==> src/rtl/imem_loader_pkg.sv <==
// Shared constants for the instruction-memory boot loader: state encoding,
// imem depth and the default end-of-program sentinel.
package imem_loader_pkg;

    localparam int          IMEM_DEPTH        = 256;
    localparam logic [31:0] HALT_WORD_DEFAULT = 32'hFFFF_FFFF;

    localparam logic [1:0] ST_IDLE = 2'd0;
    localparam logic [1:0] ST_LOAD = 2'd1;
    localparam logic [1:0] ST_DONE = 2'd2;
    localparam logic [1:0] ST_ERR  = 2'd3;

    typedef logic [7:0] byte_t;

endpackage

==> src/rtl/imem_loader_if.sv <==
// Byte-stream input and imem write port of the boot loader.
// The master side is the loader; the slave side is the byte source / imem.
interface imem_loader_if
    import imem_loader_pkg::*;
#(
    parameter int ADDR_WIDTH = 8
);
    logic                  s_valid;
    logic                  s_ready;
    byte_t                 s_data;
    logic                  imem_we;
    logic [ADDR_WIDTH-1:0] imem_addr;
    logic [31:0]           imem_wdata;

    modport master (
        input  s_valid, s_data,
        output s_ready, imem_we, imem_addr, imem_wdata
    );

    modport slave (
        output s_valid, s_data,
        input  s_ready, imem_we, imem_addr, imem_wdata
    );
endinterface

==> src/rtl/imem_loader_byte_to_word_packer.sv <==
// Assembles little-endian bytes into 32-bit words; word_valid marks the
// cycle in which byte 3 is offered, with the full word presented alongside.
module byte_to_word_packer
    import imem_loader_pkg::*;
(
    input  logic        clk,
    input  logic        reset,
    input  logic        clear,
    input  logic        byte_en,
    input  byte_t       byte_data,
    output logic        word_valid,
    output logic [31:0] word
);
    byte_t      lane0, lane1, lane2;
    logic [1:0] byte_idx;

    always_ff @(posedge clk or negedge reset) begin
        if (!reset) begin
            byte_idx <= 2'd0;
            lane0    <= '0;
            lane1    <= '0;
            lane2    <= '0;
        end else if (clear) begin
            byte_idx <= 2'd0;
        end else if (byte_en) begin
            case (byte_idx)
                2'd0:    lane0 <= byte_data;
                2'd1:    lane1 <= byte_data;
                2'd2:    lane2 <= byte_data;
                default: ;
            endcase
            byte_idx <= byte_idx + 2'd1;
        end
    end

    // Byte 3 bypasses the lane registers so the word is ready on its own edge.
    assign word       = {byte_data, lane2, lane1, lane0};
    assign word_valid = byte_en && (byte_idx == 2'd3);

endmodule

==> src/rtl/imem_loader.sv <==
// Boot loader: holds the CPU in reset, streams bytes into imem words from
// address 0 until the halt sentinel is written, then releases the CPU.
//
// state | meaning
// IDLE  | after reset, CPU held, waiting for start
// LOAD  | accepting bytes, writing words
// DONE  | sentinel written, CPU running (first cycle finishes the write)
// ERR   | imem filled without sentinel, CPU held (first cycle finishes the write)
module imem_loader
    import imem_loader_pkg::*;
#(
    parameter int          ADDR_WIDTH = 8,
    parameter int          MAX_WORDS  = IMEM_DEPTH,
    parameter logic [31:0] HALT_WORD  = HALT_WORD_DEFAULT
) (
    input  logic                clk,
    input  logic                reset,
    input  logic                start,
    imem_loader_if.master       bus,
    output logic                cpu_reset,
    output logic                done,
    output logic                error,
    output logic [ADDR_WIDTH:0] word_count
);
    localparam logic [ADDR_WIDTH-1:0] LAST_ADDR = ADDR_WIDTH'(MAX_WORDS - 1);
    localparam logic [ADDR_WIDTH-1:0] ADDR_ONE  = {{(ADDR_WIDTH-1){1'b0}}, 1'b1};
    localparam logic [ADDR_WIDTH:0]   CNT_ONE   = {{ADDR_WIDTH{1'b0}}, 1'b1};

    logic [1:0]            state;
    logic                  s_ready_q;
    logic                  imem_we_q;
    logic [ADDR_WIDTH-1:0] imem_addr_q;
    logic [31:0]           imem_wdata_q;
    logic [ADDR_WIDTH-1:0] wr_addr;

    logic                  accept;
    logic                  restart;
    logic                  word_valid;
    logic [31:0]           word;

    assign accept  = bus.s_valid && s_ready_q;
    // A write still in flight (first DONE/ERR cycle) blocks a restart.
    assign restart = start && (state != ST_LOAD) && !imem_we_q;

    byte_to_word_packer u_packer (
        .clk        (clk),
        .reset      (reset),
        .clear      (restart),
        .byte_en    (accept),
        .byte_data  (bus.s_data),
        .word_valid (word_valid),
        .word       (word)
    );

    always_ff @(posedge clk or negedge reset) begin
        if (!reset) begin
            state        <= ST_IDLE;
            s_ready_q    <= 1'b0;
            imem_we_q    <= 1'b0;
            imem_addr_q  <= '0;
            imem_wdata_q <= '0;
            wr_addr      <= '0;
            cpu_reset    <= 1'b1;
            done         <= 1'b0;
            error        <= 1'b0;
            word_count   <= '0;
        end else begin
            imem_we_q <= 1'b0;
            if (imem_we_q) begin
                word_count <= word_count + CNT_ONE;
            end

            if (restart) begin
                state      <= ST_LOAD;
                s_ready_q  <= 1'b1;
                cpu_reset  <= 1'b1;
                done       <= 1'b0;
                error      <= 1'b0;
                wr_addr    <= '0;
                word_count <= '0;
            end else begin
                case (state)
                    ST_LOAD: begin
                        if (word_valid) begin
                            imem_we_q    <= 1'b1;
                            imem_wdata_q <= word;
                            imem_addr_q  <= wr_addr;
                            wr_addr      <= wr_addr + ADDR_ONE;
                            if (word == HALT_WORD) begin
                                state     <= ST_DONE;
                                s_ready_q <= 1'b0;
                            end else if (wr_addr == LAST_ADDR) begin
                                state     <= ST_ERR;
                                s_ready_q <= 1'b0;
                            end
                        end
                    end
                    ST_DONE: begin
                        if (imem_we_q) begin
                            done      <= 1'b1;
                            cpu_reset <= 1'b0;
                        end
                    end
                    ST_ERR: begin
                        if (imem_we_q) begin
                            error <= 1'b1;
                        end
                    end
                    default: ;
                endcase
            end
        end
    end

    assign bus.s_ready    = s_ready_q;
    assign bus.imem_we    = imem_we_q;
    assign bus.imem_addr  = imem_addr_q;
    assign bus.imem_wdata = imem_wdata_q;

endmodule

==> src/flat_wrapper.sv <==
// flat-port wrapper written by rule: the top's interface ports become plain ports
module imem_loader_flat import imem_loader_pkg::*;
#(
    parameter int          ADDR_WIDTH = 8,
    parameter int          MAX_WORDS  = IMEM_DEPTH,
    parameter logic [31:0] HALT_WORD  = HALT_WORD_DEFAULT
)
  (clk, reset, start, cpu_reset, done, error, word_count, bus_s_valid, bus_s_data, bus_s_ready, bus_imem_we, bus_imem_addr, bus_imem_wdata);
  imem_loader_if #(.ADDR_WIDTH(ADDR_WIDTH)) bus_i ();
  input  logic clk;
  input  logic reset;
  input  logic start;
  output logic cpu_reset;
  output logic done;
  output logic error;
  output logic [ADDR_WIDTH:0] word_count;
  input wire logic [$bits(bus_i.s_valid)-1:0] bus_s_valid;
  input wire logic [$bits(bus_i.s_data)-1:0] bus_s_data;
  output wire logic [$bits(bus_i.s_ready)-1:0] bus_s_ready;
  output wire logic [$bits(bus_i.imem_we)-1:0] bus_imem_we;
  output wire logic [$bits(bus_i.imem_addr)-1:0] bus_imem_addr;
  output wire logic [$bits(bus_i.imem_wdata)-1:0] bus_imem_wdata;
  assign bus_i.s_valid = bus_s_valid;
  assign bus_i.s_data = bus_s_data;
  assign bus_s_ready = bus_i.s_ready;
  assign bus_imem_we = bus_i.imem_we;
  assign bus_imem_addr = bus_i.imem_addr;
  assign bus_imem_wdata = bus_i.imem_wdata;
  imem_loader #(.ADDR_WIDTH(ADDR_WIDTH), .MAX_WORDS(MAX_WORDS), .HALT_WORD(HALT_WORD)) u_core (.clk(clk), .reset(reset), .start(start), .bus(bus_i), .cpu_reset(cpu_reset), .done(done), .error(error), .word_count(word_count));
endmodule
==> config.mk <==
export PLATFORM = sky130hd
export DESIGN_NAME = imem_loader_flat
export DESIGN_NICKNAME = d
export VERILOG_FILES = /design/src/rtl/imem_loader_pkg.sv /design/src/rtl/imem_loader_if.sv /design/src/rtl/imem_loader_byte_to_word_packer.sv /design/src/rtl/imem_loader.sv /design/src/flat_wrapper.sv
export SDC_FILE = /design/constraint.sdc
export NUM_CORES = 1
export LEC_CHECK = 0
export BUFFER_PORTS_ARGS = -buffer_cell sky130_fd_sc_hd__buf_4
export CORE_MARGIN = 2
export CORE_UTILIZATION = 55
export CTS_CLUSTER_SIZE = 10
export DETAILED_ROUTE_END_ITERATION = 8
export PLACE_DENSITY = 0.85
export SLEW_MARGIN = 20
export SYNTH_ARGS = -nofsm -noshare
export SYNTH_HDL_FRONTEND = slang
export SYNTH_SLANG_ARGS = --single-unit
==> constraint.sdc <==
create_clock -name clk -period 2.32 [get_ports clk]
set_clock_uncertainty 0.1 [all_clocks]
set_input_delay 0.116 -clock clk [delete_from_list [all_inputs] [get_ports clk]]
set_output_delay 0.116 -clock clk [all_outputs]
set_load 0.03 [all_outputs]
==> results by group <==
Outcome
  – Outcome: complete, no violations

Power and ir drop
  – Pwr Total: between 0.006 and 0.007 W
  – VDD IR max: 0.654 mV
  – Power per Cell Area: roughly 1300 nW/um2
  – Sw Ratio: between 40% and 50%
  – Clock power frac: between 10% and 20%
  – Leakage: approximately 2.4 nW
  – Comb power frac: between 40% and 50%
  – Sw power: 0.00248 W
  – Register share of total power: between 40% and 50%
  – Internal Power: around 0.0036 W

Finish
  – Share of post-route cells with drive strength above 1: a little under a quarter
  – Area growth syn-to-layout: 22.6%
  – Layout Nets: between 400 and 500
  – Ant. Diodes: 0
  – Area occupied by multi-input gates: about 1400 um2
  – Fill count: 506
  – Register Area: about 2300 um2

Clock network
  – Clk sinks: 90
  – H-tree depth: 3
  – Setup Buffers After CTS: 0
  – CTS tree: yes
  – Total CTS buffers: 9
  – CTS hold repair buffers: 10
  – Longest Clk Path Bufs: 2
  – CTS clk-pin slew, worst paths: ~80 ps
  – Clk_lat worst skew: between 300 and 400 ps
  – CTS resizes: 0
  – Clk root buf: clkbuf_8

Timing
  – Post-layout min period: 1820 ps
  – Post-route setup slack: 501 ps
  – Unrepaired setup endpoints after global routing: no
  – Final TNS setup: 0 ps
  – Final hold vios: 0
  – Max Slew Vio Count: 0
  – Max_slew headroom: between 60% and 70%
  – Highest Clock Rate: between 500 and 600 MHz
  – Setup violations, final: 0
  – Tcrit/Tclk final: between 70% and 80%
  – Worst Tran Pin Value: about 470 ps

Global routing
  – Pin count of the biggest net entering global routing: 91
  – Number of global-route vias before repair: approximately 2800
  – GRT Total Usage: a little under a quarter
  – Antenna violations before repair: 0
  – Total gr overflow: 0
  – Global-route wire length before repair: 13100 um

Route
  – Wire length per cell: 15.4 um
  – DR vias: 2834
  – DRT antenna net count: 0
  – Initial DRC count: just over 200
  – Vias/cell: ~5.5
  – Total routed wirelength: around 8000 um
  – TritonRoute pass-1 iters: 5
  – Drt drc: 0

Synth
  – Synth Warn #: 0
  – Synth top area cells: dfrtp_1, nand2_1, mux2_1
  – Synthesized instance count: ~360
  – Post-synth ARST share: between 90% and 100%
  – Number of flops mapped to enable cells by yosys: 0
  – Synth Cell Area: about 3800 um2
  – Post-synth cell types: 41
  – Flop and latch count out of synthesis: 90
  – Top cell type's share of synthesized area: around three fifths
  – Syn nets: approximately 380
  – Syn_area_per_cell: 10.6 um2
  – Part of the Yosys area used for sequential elements: between 50% and 60%
  – Ys flop type: dfrtp_1
  – Synth area leader: dfrtp_1

Placed design
  – Post-DP HPWL: approximately 5400 um
  – Routability cong.: just under 0.8
  – Setup slack after placement: roughly 520 ps
  – I/O Buffers: 65

Floorplanning
  – # rows: 30
  – Initial Util: around 56%
  – Core area: 6720 um2
  – Die width: ~87 um
  – # IOs: 66
  – Die Ht: 86.9 um
  – Die area: 7560 um2

Min path
  – Worst Hold Class: input port to async pin

Setup path
  – CP Launch Type: register
  – Crit. End Element: register
  – Worst Path Required: 2450 ps
  – Data arrival time of the worst path: 1950 ps
  – Critical path type: register to register
  – CP max FO: 10

Job
  – Max_cap viols: 0
-- Yosys cell counts (3+ instances only) --
cell type,instances
o21ai_0,6
nand3_1,11
nand4_1,12
inv_1,4
mux2_2,7
o21ai_1,4
ha_1,6
nor2_1,7
buf_2,9
and4_1,3
a21o_1,3
and3_1,3
mux2i_1,3
a21oi_1,5
nand2_1,130
dfrtp_1,89
mux2_1,22
-- cells by family (layout without fill, tap and decap cells) --
logic type      count (synthesis)  after routing  synth area share, %
flops                          90             90                 59.6
mux                            32             32                 9.43
simple gates                  182            182                 21.7
compound gates                 25             25                 4.20
fa+ha+maj                       6              6                 1.98
xor+xnor                        3              3                0.695
buf+inv                        19            102                 2.38
-- power by group through the flow --
stage               clock, W  sequential (W)  combinational (W)
finish              0.000980         0.00262            0.00249
global placement           0         0.00261            0.00241
detailed placement         0         0.00264            0.00249
floorplan                  0         0.00322            0.00101
CTS                 0.000999         0.00261            0.00251
global route         0.00107         0.00270            0.00271
-- layer usage --
layer | share of wire (%) | up-vias | wire [um] | GRT usage, %
met5 | 0 | - | 0 | 0
li1 | - | 1361 | - | -
met3 | 4.8 | 15 | 386 | 5.02
met1 | 44 | 1378 | 3500 | 28.1
met4 | 1.6 | 0 | 128 | 9.09
met2 | 50 | 80 | 4010 | 38.0
-- path summary, 6_finish.rpt --
check	from	endpoint	slack [ps]	cells past startpoint
max in group asynchronous	reset	u_core.cpu_reset	1510	3
max	u_core.state[1]	u_core.u_packer.lane0[4]	500	4
min reg2reg	u_core.bus.imem_wdata[5]	u_core.bus.imem_wdata[5]	380	2
min	reset	u_core.bus.imem_wdata[5]	250	3
min in group clk	bus_s_valid	u_core.u_packer.byte_idx[0]	260	4
max reg2reg	u_core.state[1]	u_core.u_packer.lane0[4]	500	4
-- worst max-delay path, cell delays in order (launching register included) --
cell and delay (ps):
dfrtp_1 410, nand2b_2 250, nand3b_4 170, and3_1 400, mux2_1 370
-- metrics by stage --
stage / utilization, % / std cells / hold slack [ps] / instance area [um2]
2_1_floorplan: - / 357 / -280 / 3780
3_3_place_gp: 64.8 / 494 / 91.4 / 4360
3_5_place_dp: 64.8 / 494 / 93.9 / 4360
4_1_cts: 69.0 / 520 / 238 / 4640
5_1_grt: 69.0 / 520 / 264 / 4640
6_report: 69.0 / 520 / 250 / 4640
-- registers in the layout, summed over array words and instances (netlist names) --
register,count
u_core.u_packer.lane2,8
u_core.error,1
u_core.u_packer.lane0,8
u_core.wr_addr,8
u_core.u_packer.lane1,8
u_core.word_count,9
u_core.state,2
u_core.bus.imem_wdata,32
u_core.u_packer.byte_idx,2
u_core.done,1
u_core.bus.imem_we,1
u_core.cpu_reset,1
u_core.bus.imem_addr,8
u_core.bus.s_ready,1
-- cell usage in the layout (no fill, tap or decap), types with 3 or more instances in the layout --
| cell type | synthesis | layout |
|---|---|---|
| nand2_1 | 130 | 130 |
| dfrtp_1 | 89 | 89 |
| nand3_1 | 11 | 11 |
| mux2_1 | 22 | 22 |
| and4_1 | 3 | 3 |
| a21oi_1 | 5 | 5 |
| and3_1 | 3 | 3 |
| buf_4 | 0 | 70 |
| clkbuf_8 | 0 | 11 |
| inv_1 | 4 | 4 |
| mux2i_1 | 3 | 3 |
| dlygate4sd3_1 | 0 | 10 |
| mux2_2 | 7 | 7 |
| o21ai_0 | 6 | 6 |
| nor2_1 | 7 | 7 |
| nand4_1 | 12 | 12 |
| ha_1 | 6 | 6 |
| o21ai_1 | 4 | 4 |
| a21o_1 | 3 | 3 |
-- cell type report --
| type | count | share of cell area, % |
|---|---|---|
| repair buffers | 81 | 13.9 |
| well taps | 80 | 2.16 |
| clock inverters | 4 | 0.566 |
| clock buffers | 12 | 3.35 |
| inverters | 5 | 0.405 |
| multi-input cells | 248 | 31.0 |
| flip-flops and latches | 90 | 48.6 |
Note: power is estimated with default switching activity, not from simulation.
